## config.mk

```make
export PLATFORM = sky130hd
export DESIGN_NAME = if_stage
export DESIGN_NICKNAME = d
export VERILOG_FILES = /design/src/rtl/if_stage.sv
export SDC_FILE = /design/constraint.sdc
export NUM_CORES = 1
export LEC_CHECK = 0
export ABC_AREA = 0
export CAP_MARGIN = 20
export CORE_AREA = 2 2 127 129
export DETAILED_ROUTE_END_ITERATION = 7
export DIE_AREA = 0 0 129 131
export GPL_ROUTABILITY_DRIVEN = 0
export GPL_TIMING_DRIVEN = 0
export PLACE_DENSITY = 0.85
export SLEW_MARGIN = 40
export SYNTH_ARGS = -nofsm -noshare
export SYNTH_HDL_FRONTEND = slang
export SYNTH_SLANG_ARGS = --single-unit
export TNS_END_PERCENT = 20
```

## constraint.sdc

```tcl
create_clock -name clk -period 4.9 [get_ports clk]
set_clock_uncertainty 0.05 [all_clocks]
set_input_delay 1.225 -clock clk [delete_from_list [all_inputs] [get_ports clk]]
set_output_delay 1.225 -clock clk [all_outputs]
set_load 0.005 [all_outputs]
```

## src/rtl/if_stage.sv

```systemverilog
// rtl/if_stage.sv - instruction fetch stage with IF/ID register, skid buffer and redirect handling
// Optional BRANCH_DELAY_SLOT_EN: deliver the redirected capture as a delay slot instead of squashing it.
module if_stage #(
    parameter logic [31:0] RESET_PC = 32'h0000_0000
) (
    input  logic        clk,
    input  logic        reset,
    input  logic        stall,
    input  logic        branch,
    input  logic        z_flag,
    input  logic [31:0] branch_target,
    input  logic        jump,
    input  logic [25:0] jump_index,
    output logic        imem_req,
    output logic [31:0] imem_addr,
    input  logic        imem_ready,
    input  logic [31:0] imem_data,
    output logic [31:0] if_instr,
    output logic [31:0] if_pc4,
    output logic        if_valid
);

    typedef enum logic [1:0] {IDLE, WAIT, HELD} state_t;

    state_t      state;
    state_t      state_next;
    logic [31:0] pc;
    logic [31:0] pc4;
    logic [31:0] skid_data;
    logic [31:0] pend_target;
    logic [31:0] target;
    logic [31:0] fetch_data;
    logic        pend_valid;
    logic        redirect;
    logic        capture;
    logic        skid_load;

    assign pc4       = pc + 32'd4;
    assign imem_addr = pc;
    assign redirect  = jump | (branch & z_flag);
    assign target    = jump ? {if_pc4[31:28], jump_index, 2'b00} : branch_target;

    always_ff @(posedge clk) begin
        if (reset) state <= IDLE;
        else       state <= state_next;
    end

    always_comb begin
        state_next = state;
        capture    = 1'b0;
        skid_load  = 1'b0;
        fetch_data = imem_data;
        case (state)
            IDLE: state_next = WAIT;
            WAIT: begin
                if (imem_ready) begin
                    if (stall) begin
                        skid_load  = 1'b1;
                        state_next = HELD;
                    end else begin
                        capture = 1'b1;
                    end
                end
            end
            HELD: begin
                fetch_data = skid_data;
                if (!stall) begin
                    capture    = 1'b1;
                    state_next = WAIT;
                end
            end
            default: state_next = IDLE;
        endcase
    end

    always_comb begin
        imem_req = (state == WAIT);
    end

    always_ff @(posedge clk) begin
        if (reset) begin
            pc          <= RESET_PC;
            pend_valid  <= 1'b0;
            pend_target <= 32'd0;
            skid_data   <= 32'd0;
            if_valid    <= 1'b0;
            if_instr    <= 32'd0;
            if_pc4      <= 32'd0;
        end else begin
            if (skid_load) skid_data <= imem_data;
            if (capture) begin
                if (redirect || pend_valid) begin
                    // A redirect seen this cycle is newer than any pending one.
                    pc         <= redirect ? target : pend_target;
                    pend_valid <= 1'b0;
`ifdef BRANCH_DELAY_SLOT_EN
                    if_valid   <= 1'b1;
                    if_instr   <= fetch_data;
                    if_pc4     <= pc4;
`else
                    if_valid   <= 1'b0;
`endif
                end else begin
                    pc       <= pc4;
                    if_valid <= 1'b1;
                    if_instr <= fetch_data;
                    if_pc4   <= pc4;
                end
            end else begin
                if (redirect) begin
                    pend_valid  <= 1'b1;
                    pend_target <= target;
                end
                if (!stall) if_valid <= 1'b0;
            end
        end
    end

endmodule

```

# Word-level counts from Yosys, hierarchy flattened
# Index checks and enable logic that the tools add are counted.
[totals]
elab_cells = 45
out_inout_bits = 98
ff_bits = 164
input_bits = 97
[op_classes]
n_bitwise = 3
mux = 20
reduce_logical = 6
n_eq_ne = 7
n_addsub = 1
[op_table]
columns = ["cell", "n"]
rows = [
  ["32-bit 2-to-1 mux", 4],
  ["32-bit by 3-bit adder with 32-bit output (second input constant)", 1],
  ["1-bit 2-to-1 mux", 11],
  ["2-bit 2-to-1 mux", 3],
  ["2-bit by 1-bit inequality test with 1-bit output (second input constant)", 3],
  ["2-bit one-hot mux with 3 select lines", 1],
  ["2-bit inequality test (second input constant)", 2],
  ["2-bit AND reduction", 2],
  ["3-bit AND reduction", 1],
  ["2-bit by 1-bit equality test with 1-bit output (second input constant)", 1],
  ["2-bit equality test (second input constant)", 1],
  ["2-bit logical NOT", 1],
  ["1-bit one-hot mux with 2 select lines", 1],
  ["2-bit nonzero test", 1],
  ["1-bit bitwise AND", 1],
  ["1-bit logical OR", 1],
  ["1-bit inverter", 1],
  ["1-bit OR", 1],
]

# Longest topological paths before layout
[depth]
word_depth = 5
mapped_depth = 9
ltp_nobuf = 6

# Worst setup path before layout
# OpenSTA, ideal clock, no wires.
[synth_path]
kind = "input to register"
startpoint = "in branch"
endpoint = "reg pc[26] (netlist: imem_addr[26])"
slack_ns = 2.073
stages = 5
required_time_ns = 4.769
arrival_time_ns = 2.696
path_cell_list = "buf_2 -> a211o_1 -> or4_1 -> or4_1 -> a41oi_1"
[synth_between]
elab_chain_len = 4
[synth_rtl]
columns = ["item", "line", "rtl"]
rows = [
  ["start: declaration", "9", "input logic branch,"],
  ["1-bit bitwise AND *", "40", "assign redirect = jump | (branch & z_flag);"],
  ["1-bit OR *", "40", ""],
  ["32-bit 2-to-1 mux or 1-bit logical OR (tied branches)", "n/a", ""],
  ["32-bit 2-to-1 mux *", "92", "if (redirect || pend_valid) begin"],
  ["end signal: assignment", "94", "pc <= redirect ? target : pend_target;"],
  ["end signal: assignment", "104", "pc <= pc4;"],
  ["end: declaration", "27", "logic [31:0] pc;"],
]
# Every way passes the cells marked *; elsewhere a longest branch is shown, timed or not.
# A chain may end at the register's enable or synchronous reset.

# Worst setup path after layout
[layout_path]
startpoint = "in stall"
endpoint = "reg if_instr[8]"
[layout_between]
elab_chain_len = 4
[layout_rtl]
columns = ["item", "line", "rtl"]
rows = [
  ["start: declaration", "8", "input logic stall,"],
  ["1-bit 2-to-1 mux *", "57, 67", ""],
  ["1-bit 2-to-1 mux", "56", "if (imem_ready) begin"],
  ["1-bit one-hot mux with 2 select lines *", "53", "case (state)"],
  ["2-bit AND reduction (no source line) *", "n/a", ""],
  ["end signal: assignment", "106", "if_instr <= fetch_data;"],
  ["end: declaration", "18", "output logic [31:0] if_instr,"],
]
# Marks and branches as above.

==> results.ini <==
[logic_synthesis]
ys_seq_area_share_pct=39.3
ys_ff_latch=164
syn-num-nets=1153
avgSynthCellArea_um2=7.95
synth_ff_type=dfxtp_1
synth_edf_count=0
synthArstFlopShare_pct=0
syn_inst=1052
ys.warnings.count=0
ys_types=58
syn_area_um2=8360

[routing]
wl_per_cell_um=19.4
first_iter_violations=1324
wl_um=29000
vias_per_cell=6.29
ant_nets=0
drc=0
vias=9381
dr.pass1.iters=6

[final_layout]
final_nets=1363
multi_input_area_um2=4580
fin_area_um2=11200
areaGrowthSynthToFinish_pct=33.6
drive_gt1_share_pct=6.35
stdcell_count=1491
final-seq-area_um2=3280
post-route-util_pct=71.6
diodes=0
fill_cells=1224

[grt]
grt.overflow.total=0
grtUsageTotal_pct=33.6
grt_max_degree=18
grt_pass1_wl_um=44200
grt_pass1_vias=8409
antenna_found_initial=0

[floorplanning]
start_util_pct=53.6
core_um2=15600
ios=195
die_h_um=131
die_area_um2=16900
die_width_um=129
num_rows=46

[clock_network]
cts_tree=built
clock-sinks=164
postCtsSetupBuffers=0
insertion_delay_ns=0.44
h-tree-depth=4
post_cts_resized=0
cts_buffer_depth=2
cts_buffers=17
clkTransAtPathRegs_ns=0.07
clock-root-buffer=clkbuf_16
holdBufCountCts=0

[place]
place.detailed.hpwl_um=20900
place.port_buffers=191
postPlaceCellArea_um2=10500
placed_cells=1459

[timing]
rsz0062_at_grt=no
fin_crit_sh_pct=77.5
fmax_mhz=263
setup_viol=0
maxSlewViolCount=0
hold_viol=0
finalCriticalPeriod_ns=3.80
fin_setup_tns_ns=0
relSlewSlack_pct=41.8
worst_slew_pin_slew_ns=0.868

[worst_setup_path]
worst_setup_path_start_kind=input pin
crit_arrival_ns=4.05
worstPathRequired_ns=5.15
worstSetupPathType=in -> reg
cp-end-kind=register
crit_fanout=10

[pwr]
p_leak_nw=3.60
peakVddDrop_mv=0.272
power_switching_mw=0.905
comb_power_share_pct=13.7
p_int_mw=2.36
power.share.sequential_pct=43.1
power.share.clock_pct=43.2
p_per_area_nw_per_um2=293
swShare_pct=27.7

[job]
maxCapViolations=0

[hold_path]
hp-class=reg -> reg

[status]
status=finished clean

==> worst max-delay path: stages <==
cell	delay, ns
clkdlybuf4s50_1	0.54
nand2b_1	0.21
clkbuf_1	0.27
nor3_2	0.78
buf_2	0.40
clkbuf_1	0.46
a211oi_1	0.16
==> cell families after synthesis <==
| group | after synthesis | synth area share, % |
|---|---|---|
| xor+xnor | 13 | 1.36 |
| mux | 34 | 4.10 |
| simple gates | 431 | 25.0 |
| compound gates | 282 | 23.7 |
| flops | 164 | 39.3 |
| fa+ha+maj | 4 | 0.599 |
| buf+inv | 124 | 5.94 |
==> sequential cells by signal, indices dropped and copies added (netlist names) <==
register and count:
skid_data 32, if_pc4 32, imem_addr 32, pend_valid 1
if_instr 32, pend_target 32, if_valid 1, state 2
==> synthesized netlist by cell type, types with 4 or more instances <==
master / count / area [um^2]
nor2b_1: 17 / 106
nand2_1: 166 / 623
a311oi_1: 13 / 114
clkbuf_1: 75 / 282
nand3_1: 55 / 275
a211o_1: 7 / 61.3
dfxtp_1: 164 / 3280
o211ai_1: 12 / 90.1
and2_1: 5 / 31.3
nand4_1: 26 / 163
nor2_1: 72 / 270
or3_1: 16 / 100
buf_1: 7 / 26.3
nand2b_1: 8 / 50.1
o311ai_0: 14 / 123
xnor2_1: 13 / 114
buf_2: 19 / 95.1
and3_1: 15 / 93.8
inv_1: 20 / 75.1
a22oi_1: 6 / 45.0
a21oi_1: 83 / 415
ha_1: 4 / 50.1
o21ai_0: 15 / 75.1
nand4b_1: 6 / 52.6
a21bo_2: 18 / 180
nor3_1: 10 / 50.1
and4_1: 9 / 78.8
or4_1: 7 / 52.6
o2111ai_1: 8 / 70.1
a31oi_1: 23 / 144
nor4_1: 10 / 62.6
a211oi_1: 53 / 398
mux2i_1: 32 / 320
o32ai_1: 8 / 70.1
==> power groups by stage <==
stage               Clock (mW)  Combinational, mW  Sequential, mW
finish                    1.41              0.447            1.41
global route              1.46              0.476            1.41
CTS                       1.41              0.433            1.41
detailed placement           0              0.429            1.44
global placement             0              0.421            1.44
floorplan                    0              0.232            1.43
==> path summary, 6_finish.rpt <==
check | depth (start not counted) | to | slack [ns] | from
worst max-delay path | 7 | if_instr[8] | 1.10 | stall
worst max register to register | 8 | if_instr[8] | 1.83 | state[0]
worst min register to register | 2 | if_pc4[1] | 0.40 | if_pc4[1]
worst min-delay path | 2 | if_pc4[1] | 0.40 | if_pc4[1]
==> metrics by stage <==
stage	hold WS (ns)	setup WS, ns	power [mW]
3_3_place_gp	0.382	0.856	1.86
6_report	0.403	1.10	3.27
2_1_floorplan	0.376	2.07	1.66
5_1_grt	0.416	1.08	3.35
4_1_cts	0.404	1.23	3.25
3_5_place_dp	0.394	0.871	1.87
==> metal layers <==
metal	global-route usage, %	vias to the layer above	part of all wire [%]
met5	0	-	0
met4	15.9	0	4.8
met3	8.51	145	12
met2	50.4	665	44
met1	45.5	4307	40
li1	-	4264	-
==> cell type report <==
class,count,share of cell area (%)
plain buffers,103,3.74
clock buffers,18,3.93
clock inverters,14,1.66
inverters,21,0.706
multi-input cells,764,41.0
flip-flops and latches,164,29.4
well taps,216,2.42
repair buffers,191,17.1
==> cell usage in the layout, fill, tap and decap left out, types with 23 or more instances in the layout <==
master           synthesis  layout
clkbuf_1                75      75
nand4_1                 26      26
nor2_1                  72      72
nand2_1                166     166
clkdlybuf4s50_1          0     191
dfxtp_1                164     164
a211oi_1                53      53
a21oi_1                 83      82
mux2i_1                 32      32
nand3_1                 55      55
a31oi_1                 23      23
Note: power is estimated with default switching activity, not from simulation.
